$ cat src/rtl/viterbi_acs_scheduler_pkg.sv
// Shared types and constants for the 4-state Viterbi add-compare-select scheduler.
package viterbi_acs_scheduler_pkg;
    localparam int MW      = 8;
    localparam int DW      = 4;
    localparam int NSTATES = 4;

    typedef logic signed [MW-1:0] metric_t;
    typedef logic [DW-1:0]        dec_t;

    localparam metric_t PM_INIT_ZERO   = '0;
    localparam metric_t PM_INIT_THRESH = 8'sd64;

    typedef enum logic [2:0] {
        IDLE, ACCEPT, ISSUE_TOP, ISSUE_BOT, WAIT, NORM, TRACE, EMIT
    } acs_state_t;

    // Index of the smallest metric; strict compare keeps the lowest index on ties.
    function automatic logic [1:0] pm_argmin(metric_t m0, metric_t m1, metric_t m2, metric_t m3);
        logic [1:0] idx;
        metric_t    best;
        idx  = 2'd0;
        best = m0;
        if (m1 < best) begin idx = 2'd1; best = m1; end
        if (m2 < best) begin idx = 2'd2; best = m2; end
        if (m3 < best) begin idx = 2'd3; end
        return idx;
    endfunction
endpackage

$ cat src/rtl/viterbi_surv_mem.sv
// Survivor decision store: one 4-bit decision word per trellis step.
// Writes land on the clock edge; reads are combinational so traceback walks one step per cycle.
module viterbi_surv_mem
    import viterbi_acs_scheduler_pkg::*;
#(
    parameter int DEPTH = 16,
    parameter int AW    = $clog2(DEPTH)
) (
    input  logic          clk,
    input  logic          we,
    input  logic [AW-1:0] waddr,
    input  dec_t          wdata,
    input  logic [AW-1:0] raddr,
    output dec_t          rdata
);
    dec_t mem [DEPTH];

    always_ff @(posedge clk) begin
        if (we) mem[waddr] <= wdata;
    end

    assign rdata = mem[raddr];
endmodule

$ cat src/rtl/viterbi_acs_scheduler.sv
// Sequences one symbol pair per trellis step through an external butterfly, normalises metrics,
// traces back at frame end and streams decoded bits; input stalls while a step or frame is in flight.
module viterbi_acs_scheduler
    import viterbi_acs_scheduler_pkg::*;
#(
    parameter int      FRAME_MAX   = 16,
    parameter int      BFLY_LAT    = 2,
    parameter metric_t NORM_THRESH = PM_INIT_THRESH
) (
    input  logic                 clk,
    input  logic                 rst_n,
    input  logic                 in_valid,
    output logic                 in_ready,
    input  logic signed [MW-1:0] in_r3,
    input  logic signed [MW-1:0] in_r4,
    input  logic                 in_last,
    output logic                 bfly_issue,
    output logic                 bfly_sel,
    output logic signed [MW-1:0] bfly_r3,
    output logic signed [MW-1:0] bfly_r4,
    output logic signed [MW-1:0] bfly_edge_a,
    output logic signed [MW-1:0] bfly_edge_b,
    input  logic signed [MW-1:0] bfly_surv_a,
    input  logic signed [MW-1:0] bfly_surv_b,
    input  logic [DW-1:0]        bfly_dec_a,
    input  logic [DW-1:0]        bfly_dec_b,
    output logic                 out_valid,
    input  logic                 out_ready,
    output logic                 out_bit,
    output logic                 out_last,
    output logic                 busy,
    output logic                 overflow_err
);
    localparam int              KW     = $clog2(FRAME_MAX);
    localparam int              WW     = $clog2(BFLY_LAT + 2);
    localparam logic [KW-1:0]   K_LAST = KW'(FRAME_MAX - 1);
    localparam logic [WW-1:0]   W_TOP  = WW'(BFLY_LAT);
    localparam logic [WW-1:0]   W_BOT  = WW'(BFLY_LAT + 1);

    acs_state_t           state;
    metric_t              pm [NSTATES];
    metric_t              pm_top0, pm_top2;
    logic [1:0]           dec_top;
    logic [KW-1:0]        k, tk, ecnt;
    logic [WW-1:0]        wcnt;
    logic                 sym_last;
    logic [1:0]           s;
    logic [FRAME_MAX-1:0] fbuf;
    logic                 mem_we, all_high, unused_dec;
    dec_t                 mem_wdata, mem_rdata;

    // Top decisions are held until the bottom result arrives so the word is written once.
    assign mem_we     = (state == WAIT) && (wcnt == W_BOT);
    assign mem_wdata  = {bfly_dec_b[3], dec_top[1], bfly_dec_a[3], dec_top[0]};
    assign all_high   = (pm[0] >= NORM_THRESH) && (pm[1] >= NORM_THRESH) &&
                        (pm[2] >= NORM_THRESH) && (pm[3] >= NORM_THRESH);
    assign unused_dec = ^{bfly_dec_a[2:0], bfly_dec_b[2:0]};

    viterbi_surv_mem #(.DEPTH(FRAME_MAX), .AW(KW)) u_surv_mem (
        .clk   (clk),
        .we    (mem_we),
        .waddr (k),
        .wdata (mem_wdata),
        .raddr (tk),
        .rdata (mem_rdata)
    );

    always_ff @(posedge clk or negedge rst_n) begin
        if (!rst_n) begin
            state        <= IDLE;
            k            <= '0;
            tk           <= '0;
            ecnt         <= '0;
            wcnt         <= '0;
            sym_last     <= 1'b0;
            s            <= '0;
            fbuf         <= '0;
            pm[0]        <= PM_INIT_ZERO;
            pm[1]        <= NORM_THRESH;
            pm[2]        <= NORM_THRESH;
            pm[3]        <= NORM_THRESH;
            pm_top0      <= '0;
            pm_top2      <= '0;
            dec_top      <= '0;
            in_ready     <= 1'b1;
            busy         <= 1'b0;
            overflow_err <= 1'b0;
            bfly_issue   <= 1'b0;
            bfly_sel     <= 1'b0;
            bfly_r3      <= '0;
            bfly_r4      <= '0;
            bfly_edge_a  <= '0;
            bfly_edge_b  <= '0;
            out_valid    <= 1'b0;
            out_bit      <= 1'b0;
            out_last     <= 1'b0;
        end else begin
            // With short latency the top result can land while the bottom issue is still out.
            if ((state == ISSUE_BOT || state == WAIT) && wcnt == W_TOP) begin
                pm_top0 <= bfly_surv_a;
                pm_top2 <= bfly_surv_b;
                dec_top <= {bfly_dec_b[3], bfly_dec_a[3]};
            end
            case (state)
                IDLE, ACCEPT: begin
                    if (in_valid) begin
                        bfly_r3    <= in_r3;
                        bfly_r4    <= in_r4;
                        sym_last   <= in_last;
                        in_ready   <= 1'b0;
                        busy       <= 1'b1;
                        bfly_issue <= 1'b1;
                        bfly_sel   <= 1'b0;
                        wcnt       <= '0;
                        state      <= ISSUE_TOP;
                        if (state == IDLE) begin
                            k           <= '0;
                            pm[0]       <= PM_INIT_ZERO;
                            pm[1]       <= NORM_THRESH;
                            pm[2]       <= NORM_THRESH;
                            pm[3]       <= NORM_THRESH;
                            bfly_edge_a <= PM_INIT_ZERO;
                            bfly_edge_b <= NORM_THRESH;
                        end else begin
                            bfly_edge_a <= pm[0];
                            bfly_edge_b <= pm[1];
                        end
                    end
                end
                ISSUE_TOP: begin
                    bfly_sel    <= 1'b1;
                    bfly_edge_a <= pm[2];
                    bfly_edge_b <= pm[3];
                    wcnt        <= wcnt + 1'b1;
                    state       <= ISSUE_BOT;
                end
                ISSUE_BOT: begin
                    bfly_issue <= 1'b0;
                    bfly_sel   <= 1'b0;
                    wcnt       <= wcnt + 1'b1;
                    state      <= WAIT;
                end
                WAIT: begin
                    wcnt <= wcnt + 1'b1;
                    if (wcnt == W_BOT) begin
                        pm[0] <= pm_top0;
                        pm[1] <= bfly_surv_a;
                        pm[2] <= pm_top2;
                        pm[3] <= bfly_surv_b;
                        state <= NORM;
                    end
                end
                NORM: begin
                    if (all_high) begin
                        for (int i = 0; i < NSTATES; i++) pm[i] <= pm[i] - NORM_THRESH;
                    end
                    // A uniform subtraction cannot move the minimum, so pick the start state now.
                    s <= pm_argmin(pm[0], pm[1], pm[2], pm[3]);
                    if (sym_last || k == K_LAST) begin
                        if (!sym_last) overflow_err <= 1'b1;
                        tk    <= k;
                        state <= TRACE;
                    end else begin
                        k        <= k + 1'b1;
                        in_ready <= 1'b1;
                        state    <= ACCEPT;
                    end
                end
                TRACE: begin
                    fbuf[tk] <= s[1];
                    s        <= {s[0], mem_rdata[s]};
                    if (tk == '0) begin
                        out_valid <= 1'b1;
                        out_bit   <= s[1];
                        out_last  <= (k == '0);
                        ecnt      <= '0;
                        state     <= EMIT;
                    end else begin
                        tk <= tk - 1'b1;
                    end
                end
                EMIT: begin
                    if (out_ready) begin
                        if (ecnt == k) begin
                            out_valid <= 1'b0;
                            out_bit   <= 1'b0;
                            out_last  <= 1'b0;
                            busy      <= 1'b0;
                            in_ready  <= 1'b1;
                            state     <= IDLE;
                        end else begin
                            ecnt     <= ecnt + 1'b1;
                            out_bit  <= fbuf[ecnt + 1'b1];
                            out_last <= ((ecnt + 1'b1) == k);
                        end
                    end
                end
                default: state <= IDLE;
            endcase
        end
    end
endmodule
$ cat config.mk
export PLATFORM = sky130hd
export DESIGN_NAME = viterbi_acs_scheduler
export DESIGN_NICKNAME = d
export VERILOG_FILES = /design/src/rtl/viterbi_acs_scheduler_pkg.sv /design/src/rtl/viterbi_surv_mem.sv /design/src/rtl/viterbi_acs_scheduler.sv
export SDC_FILE = /design/constraint.sdc
export NUM_CORES = 1
export LEC_CHECK = 0
export CORE_MARGIN = 2
export CORE_UTILIZATION = 56
export DETAILED_ROUTE_END_ITERATION = 7
export PLACE_DENSITY = 0.8
export SLEW_MARGIN = 20
export SYNTH_ARGS = -nofsm -noshare
export SYNTH_HDL_FRONTEND = slang
export SYNTH_SLANG_ARGS = --single-unit
$ cat constraint.sdc
create_clock -name clk -period 6.5 [get_ports clk]
set_input_delay 0.65 -clock clk [delete_from_list [all_inputs] [get_ports clk]]
set_output_delay 0.65 -clock clk [all_outputs]
set_load 0.02 [all_outputs]
# --- After elaboration in Yosys (flattened, before gate mapping) ---
# Memory sizes are Yosys's and may differ from the RTL's.
# Cells that the tools add are included.
classes:
  add_sub_neg: 8
  order_cmp: 11
  n_eq_ne: 23
  n_mux: 69
  bitwise_logic: 1
  n_reduce_logical: 38
op_table:
  columns: ["op", "n"]
  rows:
  - ["two-way mux 32 bit", 4]
  - ["one-hot mux 32 bit (3 select lines)", 1]
  - ["two-way mux 8 bit", 8]
  - [">= comparator 8 bit (second input constant)", 4]
  - ["two-way mux 4 bit", 8]
  - ["one-hot mux 8 bit (2 select lines)", 2]
  - ["subtractor 8 bit (second input constant)", 4]
  - ["less-than comparator 8 bit", 3]
  - ["one-hot mux 4 bit (2 select lines)", 3]
  - ["one-hot mux 3 bit (7 select lines)", 1]
  - ["two-way mux 1 bit", 20]
  - ["inequality test 2 bit (second input constant)", 10]
  - ["two-way mux 3 bit", 6]
  - ["bitwise mux 16 bit", 1]
  - ["AND reduction 4 bit", 4]
  - ["AND reduction 5 bit", 3]
  - ["nonzero test 2 bit", 7]
  - ["== test 3 bit (second input constant)", 4]
  - ["less-than comparator 4 x 5 -> 1 bit (second input constant)", 2]
  - ["one-hot mux 1 bit (2 select lines)", 5]
  - ["AND reduction 2 bit", 5]
  - ["AND reduction 3 bit", 3]
  - ["nonzero test 3 bit", 3]
  - ["adder 4 x 1 -> 4 bit (second input constant)", 2]
  - ["other kinds (23)", 37]
word_totals:
  ff_bits: 126
  ram_bits: 64
  inputBits: 45
  output_inout_bits: 40
  wordCells: 178
  n_memories: 1
mem_list:
  columns: ["memory", "depth", "width", "read_ports", "rd_ports_with_merged_regs", "write_ports", "line", "source"]
  rows:
  - ["u_surv_mem.mem", 16, 4, 1, 0, 1, "viterbi_surv_mem.sv:16", "dec_t mem [DEPTH];"]

# --- Logic depth before layout (Yosys ltp) ---
# Gate-level depths: netlist of run 1.
logic_depth:
  ltp_word: 9
  ltp_mapped: 25
  depth_no_buf: 22

# --- Hierarchy ---
# A second synthesis of run 1 with hierarchy kept.
hier_totals:
  hier_cells: 743
  hier_area_um2: 9011.1
modules_own_cells:
  columns: ["mod", "n_inst", "cells_per_inst", "area_each_um2", "seq_area_each_um2"]
  rows:
  - ["viterbi_acs_scheduler", 1, 617, 6424.9, 3158.0]
  - ["viterbi_surv_mem", 1, 126, 2586.2, 1921.8]

# --- Worst setup path before layout of run 1 ---
# Ideal clock, no wire load.
synth_timing:
  path_type: "flip-flop to flip-flop"
  start: "register pm[17] in the netlist's numbering"
  end: "register s[0]"
  setup_ns: 0.133
  t_arrival_ns: 5.037
  t_required_ns: 6.367
  setup_slack_ns: 1.330
  path_stages_with_launch: 23
  n_path_buf: 3
  period_less_slack_ns: 5.170
  cell_sequence: "dfrtp_1 > ha_1 > a2111o_1 > a22o_1 > buf_4 > mux2i_1 > ha_1 > a21o_1 > a211oi_1 > o21a_1 > o311ai_1 > and2_1 > buf_4 > buf_4 > o21ai_1 > ha_1 > a21o_1 > a21o_1 > a2111oi_2 > nand2_1 > or3_1 > a311oi_1 > a211oi_2"
synth_between:
  elab_chain_len: 9
  elab_cells_between_ends: 11
  classes_between: "order compare: 3; mux: 8"
synth_lines:
  columns: ["element", "line", "source"]
  rows:
  - ["from (decl)", "viterbi_acs_scheduler.sv:41", "metric_t pm [NSTATES];"]
  - ["less-than comparator 8 bit", "viterbi_acs_scheduler_pkg.sv:23", "if (m1 < best) begin idx = 2'd1; best = m1; end"]
  - ["two-way mux 8 bit", "viterbi_acs_scheduler_pkg.sv:23", null]
  - ["two-way mux 8 bit", "viterbi_acs_scheduler.sv:104", "case (state)"]
  - ["less-than comparator 8 bit", "viterbi_acs_scheduler_pkg.sv:24", "if (m2 < best) begin idx = 2'd2; best = m2; end"]
  - ["two-way mux 8 bit", "viterbi_acs_scheduler_pkg.sv:24", null]
  - ["two-way mux 8 bit", "viterbi_acs_scheduler.sv:104", null]
  - ["less-than comparator 8 bit", "viterbi_acs_scheduler_pkg.sv:25", "if (m3 < best) begin idx = 2'd3; end"]
  - ["two-way mux 2 bit (*)", "viterbi_acs_scheduler_pkg.sv:25", null]
  - ["one-hot mux 2 bit (2 select lines) (*)", "viterbi_acs_scheduler.sv:104", null]
  - ["to (signal assigned)", "viterbi_acs_scheduler.sv:158", "s <= pm_argmin(pm[0], pm[1], pm[2], pm[3]);"]
  - ["to (signal assigned)", "viterbi_acs_scheduler.sv:171", "s <= {s[0], mem_rdata[s]};"]
  - ["to (decl)", "viterbi_acs_scheduler.sv:47", "logic [1:0] s;"]
# Mark *: on every way between the ends. The rest lies on a longest branch, timed or not. The select of a mux whose other input is x is not followed.
# A chain may end at the register's enable or synchronous reset.

# --- Worst setup path in the final report of run 1 ---
layout_timing:
  start: "register pm[31] in the netlist's numbering"
  end: "register s[0]"
# Same word-level chain as after synthesis.

==> impl_metrics.csv, run 1 <==
group,metric,value,unit
status,status,"finished, final reports clean",
timing,post-route-min-period,6.08,ns
place,port_buffers,78,
job,drv_cap,0,
synth,syn_area,0.00924,mm2
global_route,grt_use_total,0.265,
worst_setup_path,crit_type,"reg2reg",
power_and_ir_drop,p_sw_frac,0.430,
final_layout,nNetsFinal,932,
timing,fmax,164,MHz
timing,max_slew_margin,0.377,
timing,rsz0062_at_grt,"no",
routing,wl_per_cell,20.9,um
routing,drtIter0Drc,861,
floorplanning,fp-row-count,46,
synth,synth.yosys.seq_area_share,0.550,
synth,yosysTopAreaCell,"dfrtp_1",
timing,layout_setup_ws,0.419,ns
global_route,grt_pass1_wl,36.4,mm
power_and_ir_drop,sequentialPowerShare,0.334,
floorplanning,die_w,132,um
routing,postRouteWirelength,22.5,mm
synth,synth_top_flop_cell,"dfrtp_1",
synth,post_synth_num_cell_types,62,
worst_setup_path,end_kind,"flop",
floorplanning,die-height,132,um
global_route,antenna_found_initial,0,
routing,drc_errors,0,
place,hpwl,15.5,mm
floorplanning,die-area,0.0175,mm2
final_layout,drive_above_1_share,0.129,
worst_setup_path,worstPathArrival,6.38,ns
global_route,grt_overflow,0,
power_and_ir_drop,net-switching-power,2.65,mW
clock_network,cts_tree,"done",
timing,setup_tns,0,ns
clock_network,hold_buffers,0,
power_and_ir_drop,combPwrFrac,0.499,
clock_network,cts_root_buffer,"clkbuf_16",
timing,tightest_slew,0.931,ns
worst_setup_path,crit_required,6.80,ns
final_layout,area_growth,16.7,%
synth,syn_area_per_cell,11.7,um2
floorplanning,io_pins,85,
power_and_ir_drop,p_leak,4.36,nW
power_and_ir_drop,max-vdd-ir-drop,338,uV
global_route,grt_pass1_vias,6918,
synth,ys_ff_latch,190,
worst_setup_path,critPathSlowestCell,"o311ai_1",
place,dpl_worst_slack,0.447,ns
floorplanning,start_util,0.577,
routing,viasPerCell,6.38,
worst_setup_path,cp_slowest_stage_delay,0.50,ns
worst_setup_path,cpMostUsedCell,"ha_1",
place,placed_cells,1047,
routing,dr.pass1.iters,6,
timing,setup_viol_count_final,0,
clock_network,insertion_delay,0.43,ns
routing,vias,6889,
global_route,grt_max_degree,66,
synth,ys_top_cells_by_area,"dfrtp_1 (33%), edfxtp_1 (21%), ha_1 (5.0%)",
synth,netlist_instances,786,
worst_setup_path,cp_max_fo,16,
worst_setup_path,path_cells,"inv_1 -> ha_1 -> nand4_1 -> a21oi_1 -> a22o_2 -> mux2i_1 -> ha_1 -> nand3_1 -> a311o_1 -> o311ai_1 -> and2_2 -> nand2_1 -> o21ai_1 -> ha_1 -> a21o_1 -> a21o_1 -> a2111oi_2 -> nand2_1 -> or3_1 -> a311oi_1 -> a211oi_2",
timing,hold_ws,0.293,ns
synth,synth_edf_count,64,
clock_network,cts_buffers,17,
clock_network,htree_levels,4,
timing,finalCritPeriodShare,0.936,
clock_network,cts.repair.resized,0,
final_layout,final_cells,1079,
timing,drv_slew,0,
synth,yosysWarningCount,0,
final_layout,antenna_cells,0,
worst_setup_path,start_kind,"flop",
routing,ant_nets,0,
synth,async_reset_ff_frac,0.663,
clock_network,clock_path_buffers,2,
floorplanning,coreArea,0.0160,mm2
worst_hold_path,min_path_type,"in2async",
power_and_ir_drop,p_per_area,572,mW/mm2
power_and_ir_drop,internal_power,3.52,mW
power_and_ir_drop,power.share.clock,0.166,
power_and_ir_drop,total_power,6.17,mW
place,place_congestion,0.908,
synth,synth.net_count,868,
clock_network,clkSinkCount,190,
clock_network,cts_setup_buffers,0,
timing,skew,0.00997,ns
synth,synth_top_area_frac,0.331,
timing,finalHoldViolations,0,
clock_network,clk_pin_slew,0.07,ns
[cell type report]
type	instances	area [um2]
clock buffer	20	458
sequential	190	5080
timing repair buffer	85	831
tap	216	270
fill	1198	5220
clock inverter	12	128
multi-input combinational	531	3920
inverter	25	93.8
[sequential cells by signal, summed over array words and instances, names as in the netlist, 4 cells and up]
| register | count |
|---|---|
| pm_top2 | 8 |
| ecnt | 4 |
| bfly_r3 | 8 |
| bfly_edge_a | 8 |
| bfly_r4 | 8 |
| fbuf | 16 |
| pm_top0 | 8 |
| tk | 4 |
| k | 4 |
| pm | 32 |
| bfly_edge_b | 8 |
| u_surv_mem.mem | 64 |
[routing by layer]
metal  track usage  vias to the layer above  wire length (um)
met5             0                        -                 0
met4        0.0741                        0               372
met3        0.0609                       37              2020
met2         0.418                      371             10600
met1         0.372                     3395              9500
li1              -                     3086                 -
[logic make-up (layout without fill, tap and decap cells)]
| logic type | Yosys count | count (layout) | synth area share |
|---|---|---|---|
| flip-flops | 190 | 190 | 0.550 |
| multiplexers | 68 | 68 | 0.106 |
| adder cells (fa/ha/maj) | 37 | 37 | 0.0501 |
| AND/OR/NAND/NOR | 217 | 217 | 0.109 |
| AO/OA/AOI/OAI | 200 | 200 | 0.148 |
| XOR/XNOR | 9 | 9 | 0.00853 |
| buffers and inverters | 65 | 142 | 0.0282 |
[placed cells by master (no fill, tap or decap), drive strengths merged, types with 7 or more instances in the layout]
cell type,count
a21o,8
a21oi,35
a22o,26
a22oi,13
a31oi,17
and3,12
buf,8
clkbuf,20
clkdlybuf4s50,77
dfrtp,122
edfxtp,64
ha,37
inv,31
mux2,38
mux2i,10
mux4,20
nand2,56
nand2b,13
nand3,27
nand4,7
nor2,72
nor3,8
o21ai,50
o31ai,14
[per-stage QoR]
step            util  cell area, um2
6_report       0.674           10800
3_5_place_dp   0.636           10200
4_1_cts        0.673           10800
2_1_floorplan      -            9240
3_3_place_gp   0.636           10200
5_1_grt        0.674           10800
[Yosys cell counts (16+ instances only)]
library cell,n
a21oi_1,35
a22o_1,26
a31oi_1,16
clkbuf_1,32
dfrtp_1,122
edfxtp_1,64
ha_1,37
inv_1,23
mux2_2,36
mux4_2,20
nand2_1,56
nand3_1,27
nor2_1,72
o21ai_0,37
[final timing paths]
path | from | endpoint | slack, ns | cells past startpoint
setup / recovery | pm[31]$_DFFE_PN0P_ | s[0]$_DFFE_PN0P_ | 0.42 | 21
hold / removal | rst_n | fbuf[8]$_DFFE_PN0P_ | 0.29 | 1
setup reg to reg | pm[31]$_DFFE_PN0P_ | s[0]$_DFFE_PN0P_ | 0.42 | 21
hold reg to reg | overflow_err$_DFFE_PN0P_ | overflow_err$_DFFE_PN0P_ | 0.49 | 1
max in group asynchronous | rst_n | bfly_r3[5]$_DFFE_PN0P_ | 4.85 | 2
min in group clk | overflow_err$_DFFE_PN0P_ | overflow_err$_DFFE_PN0P_ | 0.49 | 1
[worst max-delay path, delay by kind of cell, from the launching register on]
kind,cells,cell delay [ns]
AOI/OAI and AO/OA,10,2.98
adders and majority gates,3,0.83
buffers and inverters,1,0.09
DFF,1,0.39
muxes,1,0.34
and+or+nand+nor,6,1.31
[power by group through the flow]
stage	registers [mW]	logic, mW	clock network [mW]
after floorplan	2.01	2.11	0
after global placement	2.03	2.80	0
after detailed placement	2.06	2.96	0
after CTS	2.05	3.01	1.04
after global routing	2.11	3.34	1.10
final	2.06	3.08	1.03
No activity file was read; power rests on OpenSTA's default activity.
==> inputs of run 2 (changes only) <==
- SLEW_MARGIN: 20 -> default
- SYNTH_HIERARCHICAL: default -> 1
- clock period: 6.5 -> 6.2 ns (I/O delays scaled with it)
==> impl_metrics.csv, run 2 <==
group,metric,value,unit
status,status,"finished, final reports clean",
floorplanning,coreArea,0.0158,mm2
routing,drtIter0Drc,698,
clock_network,cts_buffers,17,
global_route,grt_pass1_wl,32.0,mm
synth,post_synth_num_cell_types,60,
global_route,antenna_found_initial,0,
synth,syn_area_per_cell,12.1,um2
clock_network,cts_root_buffer,"clkbuf_16",
final_layout,largest_register_ffs,64,
synth,synth_top_area_frac,0.339,
final_layout,n_fill_cell,1124,
routing,wl_per_cell,19.0,um
synth,ys_ff_latch,190,
timing,drv_slew,0,
power_and_ir_drop,p_per_area,559,mW/mm2
power_and_ir_drop,max-vdd-ir-drop,316,uV
routing,drc_errors,0,
final_layout,drive_above_1_share,0.118,
floorplanning,fp-row-count,46,
final_layout,design_area,0.0105,mm2
timing,fmax,175,MHz
place,dpl_worst_slack,0.667,ns
synth,syn_area,0.00901,mm2
clock_network,clk_pin_slew,0.07,ns
clock_network,cts.repair.resized,0,
timing,setup_tns,0,ns
place,dpl_cell_area,0.00992,mm2
routing,viasPerCell,6.03,
routing,vias,6268,
worst_setup_path,end_kind,"flop",
final_layout,area_growth,16.4,%
final_layout,layout_common_cells,"dfrtp_1 (122), nand2_1 (101), clkdlybuf4s50_1 (77)",
clock_network,insertion_delay,0.44,ns
global_route,grt_use_total,0.246,
global_route,grt_pass1_vias,6325,
synth,yosysWarningCount,6,
clock_network,hold_buffers,0,
job,drv_cap,0,
final_layout,final_common_cell,"dfrtp_1",
floorplanning,die-height,131,um
clock_network,cts_setup_buffers,0,
final_layout,antenna_cells,0,
synth,synth.yosys.seq_area_share,0.564,
synth,synth.net_count,823,
timing,tightest_slew,1.32,ns
worst_hold_path,min_path_type,"in2async",
routing,ant_nets,0,
global_route,grt_max_degree,72,
worst_setup_path,cp_max_fo,8,
timing,rsz0062_at_grt,"no",
synth,synth_edf_count,64,
power_and_ir_drop,p_leak,4.38,nW
final_layout,top_regs,"u_surv_mem/mem x64, pm x32, fbuf x16",
floorplanning,die-area,0.0171,mm2
routing,postRouteWirelength,19.7,mm
timing,layout_setup_ws,0.494,ns
worst_setup_path,crit_type,"reg2reg",
synth,synth_most_common_cell,"dfrtp_1",
timing,finalHoldViolations,0,
worst_setup_path,crit_required,6.56,ns
synth,async_reset_ff_frac,0.663,
place,place_congestion,0.898,
synth,synth_commonest_cells,"dfrtp_1 (122), nand2_1 (101), edfxtp_1 (64), nor2_1 (52), mux2_2 (37)",
routing,dr.pass1.iters,6,
timing,skew,0.0137,ns
timing,setup_viol_count_final,0,
timing,finalCritPeriodShare,0.920,
floorplanning,io_pins,85,
floorplanning,start_util,0.569,
worst_setup_path,worstPathArrival,6.06,ns
floorplanning,die_w,131,um
place,port_buffers,78,
synth,ys_top_cells_by_area,"dfrtp_1 (34%), edfxtp_1 (21%), ha_1 (4.9%)",
clock_network,htree_levels,4,
synth,synth_top_flop_cell,"dfrtp_1",
clock_network,cts_tree,"done",
place,hpwl,13.6,mm
worst_setup_path,start_kind,"flop",
synth,netlist_instances,743,
global_route,grt_overflow,0,
final_layout,largest-register,"u_surv_mem/mem",
final_layout,nNetsFinal,891,
clock_network,clkSinkCount,190,
timing,max_slew_margin,0.117,
synth,yosysTopAreaCell,"dfrtp_1",
timing,post-route-min-period,5.71,ns
clock_network,clock_path_buffers,2,
## run 2: power by group
| group | internal (mW) | switching, mW | total, mW |
|---|---|---|---|
| logic | 1.27 | 1.34 | 2.61 |
| registers | 1.71 | 0.490 | 2.20 |
| clock network | 0.535 | 0.513 | 1.05 |
## run 2: critical path, stage by stage (launching register included)
cell       delay, ns
dfrtp_1         0.41
inv_1           0.06
ha_1            0.27
a2111o_1        0.37
a21oi_2         0.29
buf_4           0.24
mux2i_1         0.29
ha_1            0.31
nand4_1         0.16
o22ai_1         0.10
or4_1           0.58
o21a_1          0.25
o31a_1          0.28
mux2_4          0.37
ha_1            0.29
a2111oi_0       0.82
nand2_1         0.11
a211o_2         0.29
a31oi_1         0.12
## run 2: logic make-up after synthesis
logic type	after synthesis	share of synthesized area
mux	74	0.126
fa+ha+maj	35	0.0486
xor+xnor	11	0.0107
simple gates	225	0.111
flops	190	0.564
buf+inv	64	0.0314
compound gates	144	0.109
## run 2: cell type report
class,count,area [um2],area share
repair buffers,81,801,0.0763
inverters,32,120,0.0114
flip-flops and latches,190,5080,0.484
well taps,216,270,0.0258
clock inverters,15,144,0.0137
clock buffers,17,425,0.0405
multi-input cells,489,3650,0.348
## run 2: final timing paths
path	startpoint	end	slack [ns]	depth (start not counted)
setup / recovery	pm[25]$_DFFE_PN0P_	s[0]$_DFFE_PN0P_	0.49	18
hold / removal	rst_n	ecnt[2]$_DFFE_PN0P_	0.22	1
setup reg to reg	pm[25]$_DFFE_PN0P_	s[0]$_DFFE_PN0P_	0.49	18
hold reg to reg	bfly_r3[5]$_DFFE_PN0P_	bfly_r3[5]$_DFFE_PN0P_	0.48	2
max in group asynchronous	rst_n	dec_top[0]$_DFFE_PN0P_	4.59	2
min in group clk	bfly_r3[5]$_DFFE_PN0P_	bfly_r3[5]$_DFFE_PN0P_	0.48	2
## run 2: stage by stage
stage	power, mW	utilization	std cells	hold WS [ns]
floorplan	4.02	-	743	0.324
global placement	4.65	0.627	1008	0.458
detailed placement	4.78	0.627	1008	0.471
CTS	5.85	0.663	1040	0.245
global route	6.25	0.663	1040	0.268
finish	5.86	0.663	1040	0.219
## run 2: layer usage
layer | track usage | routed length [um] | up-vias
li1 | - | - | 2874
met1 | 0.328 | 8570 | 3113
met2 | 0.392 | 9490 | 244
met3 | 0.0704 | 1300 | 37
met4 | 0.0845 | 343 | 0
met5 | 0 | 0 | -
==> inputs of run 3 (changes only) <==
- CORE_MARGIN: 2 -> default
- CORE_UTILIZATION: 56 -> 30
- PLACE_DENSITY: 0.8 -> 0.49
==> impl_metrics.csv, run 3 (synthesis results as in run 2) <==
group,metric,value,unit
routing,postRouteWirelength,22.0,mm
final_layout,largest_register_ffs,64,
timing,rsz0062_at_grt,"no",
floorplanning,die-height,175,um
worst_setup_path,rr_endpoint,"s[0]$_DFFE_PN0P_",
final_layout,nNetsFinal,897,
clock_network,cts_buffers,17,
worst_setup_path,cpMostUsedCell,"ha_1",
clock_network,insertion_delay,0.44,ns
place,place_congestion,0.767,
worst_setup_path,cp_max_fo,8,
routing,ant_nets,0,
worst_setup_path,ff2ff_path_depth,19,
worst_setup_path,path_cells,"inv_1 -> ha_1 -> a2111o_1 -> a21oi_2 -> buf_4 -> mux2i_1 -> ha_1 -> a21oi_1 -> o22ai_1 -> or4_1 -> o21a_1 -> o31a_1 -> mux2_4 -> ha_1 -> a2111oi_0 -> buf_4 -> nand2_1 -> a211o_2 -> a31oi_1",
power_and_ir_drop,internal_power,3.55,mW
floorplanning,start_util,0.305,
floorplanning,die-area,0.0307,mm2
power_and_ir_drop,p_per_area,552,mW/mm2
floorplanning,fp-row-count,63,
power_and_ir_drop,total_power,5.96,mW
worst_setup_path,crit_buf_inv,3,
timing,post-route-min-period,5.49,ns
final_layout,drive_above_1_share,0.125,
worst_hold_path,min_path_type,"in2async",
final_layout,top_regs,"u_surv_mem/mem x64, pm x32, fbuf x16",
timing,drv_slew,0,
timing,finalCritPeriodShare,0.886,
power_and_ir_drop,power.share.clock,0.188,
clock_network,cts.repair.resized,0,
worst_setup_path,start_kind,"flop",
routing,dr.pass1.iters,4,
job,drv_cap,0,
global_route,grt_pass1_wl,35.6,mm
timing,skew,0.00950,ns
place,dpl_cell_area,0.0102,mm2
power_and_ir_drop,sequentialPowerShare,0.372,
final_layout,final_common_cell,"dfrtp_1",
power_and_ir_drop,max-vdd-ir-drop,267,uV
worst_setup_path,crit_required,6.56,ns
clock_network,clkSinkCount,190,
power_and_ir_drop,p_sw_frac,0.404,
worst_setup_path,ff2ff_setup_slack,0.71,ns
floorplanning,coreArea,0.0296,mm2
clock_network,cts_tree,"done",
final_layout,n_fill_cell,2900,
final_layout,antenna_cells,0,
routing,drc_errors,0,
worst_setup_path,cp.depth,19,
clock_network,clock_path_buffers,2,
worst_setup_path,rr_startpoint,"pm[25]$_DFFE_PN0P_",
timing,hold_ws,0.195,ns
clock_network,hold_buffers,0,
global_route,antenna_found_initial,0,
worst_setup_path,worstPathArrival,5.85,ns
final_layout,largest-register,"u_surv_mem/mem",
routing,viasPerCell,5.00,
worst_setup_path,critical-path-top-delay-family,"compound AO/OA/AOI/OAI gates",
timing,finalHoldViolations,0,
worst_setup_path,crit_type,"reg2reg",
place,hpwl,14.9,mm
clock_network,htree_levels,4,
worst_setup_path,end_kind,"flop",
global_route,grt_max_degree,73,
routing,wl_per_cell,18.1,um
worst_setup_path,critPathSlowestCell,"or4_1",
routing,vias,6101,
global_route,grt_overflow,0,
floorplanning,die_w,175,um
timing,fmax,182,MHz
timing,tightest_slew,1.05,ns
final_layout,design_area,0.0108,mm2
routing,drtIter0Drc,419,
final_layout,layout_common_cells,"dfrtp_1 (122), nand2_1 (101), clkdlybuf4s50_1 (77)",
global_route,grt_pass1_vias,6007,
clock_network,cts_setup_buffers,0,
status,status,"finished, final reports clean",
clock_network,cts_root_buffer,"clkbuf_16",
global_route,grt_use_total,0.151,
power_and_ir_drop,p_leak,4.42,nW
timing,max_slew_margin,0.300,
clock_network,clk_pin_slew,0.08,ns
power_and_ir_drop,net-switching-power,2.41,mW
final_layout,area_growth,19.9,%
power_and_ir_drop,combPwrFrac,0.440,
timing,setup_tns,0,ns
timing,setup_viol_count_final,0,
place,port_buffers,78,
worst_setup_path,cp_slowest_stage_delay,0.57,ns
floorplanning,io_pins,85,
[run 3: worst max path at each step]
stage / startpoint / endpoint / slack [ns]
after floorplan: pm[17]$_DFFE_PN0P_ / s[0]$_DFFE_PN0P_ / 1.55
after global placement: pm[17]$_DFFE_PN0P_ / s[0]$_DFFE_PN0P_ / 0.85
after detailed placement: pm[25]$_DFFE_PN0P_ / s[0]$_DFFE_PN0P_ / 0.82
after CTS: pm[25]$_DFFE_PN0P_ / s[0]$_DFFE_PN0P_ / 0.76
after global routing: pm[25]$_DFFE_PN0P_ / s[0]$_DFFE_PN0P_ / 0.40
final: pm[25]$_DFFE_PN0P_ / s[0]$_DFFE_PN0P_ / 0.71
[run 3: per-stage QoR]
stage | std cells | utilization | setup slack, ns
global placement | 1188 | 0.345 | 0.852
detailed placement | 1188 | 0.345 | 0.816
global route | 1220 | 0.366 | 0.402
floorplan | 743 | - | 1.55
CTS | 1220 | 0.366 | 0.757
finish | 1220 | 0.366 | 0.707
[run 3: area by class of cell]
class                           count  area (um2)  share of cell area
Timing Repair Buffer               87         850              0.0786
Sequential cell                   190        5080               0.470
Clock inverter                     15         188              0.0174
Multi-Input combinational cell    489        3660               0.338
Clock buffer                       17         425              0.0394
Tap cell                          390         488              0.0452
Inverter                           32         120              0.0111
[run 3: power groups by stage]
| stage | registers [mW] | logic [mW] | clock network [mW] |
|---|---|---|---|
| after floorplan | 2.11 | 1.91 | 0 |
| after global placement | 2.24 | 2.61 | 0 |
| after detailed placement | 2.24 | 2.62 | 0 |
| after CTS | 2.22 | 2.64 | 1.15 |
| after global routing | 2.28 | 2.92 | 1.20 |
| final | 2.22 | 2.62 | 1.12 |
[run 3: layer usage]
metal / wire length, um / vias to the layer above / track usage
met1: 11100 / 3078 / 0.221
li1: - / 2890 / -
met2: 9830 / 121 / 0.223
met5: 0 / - / 0
met3: 883 / 12 / 0.0338
met4: 196 / 0 / 0.0406
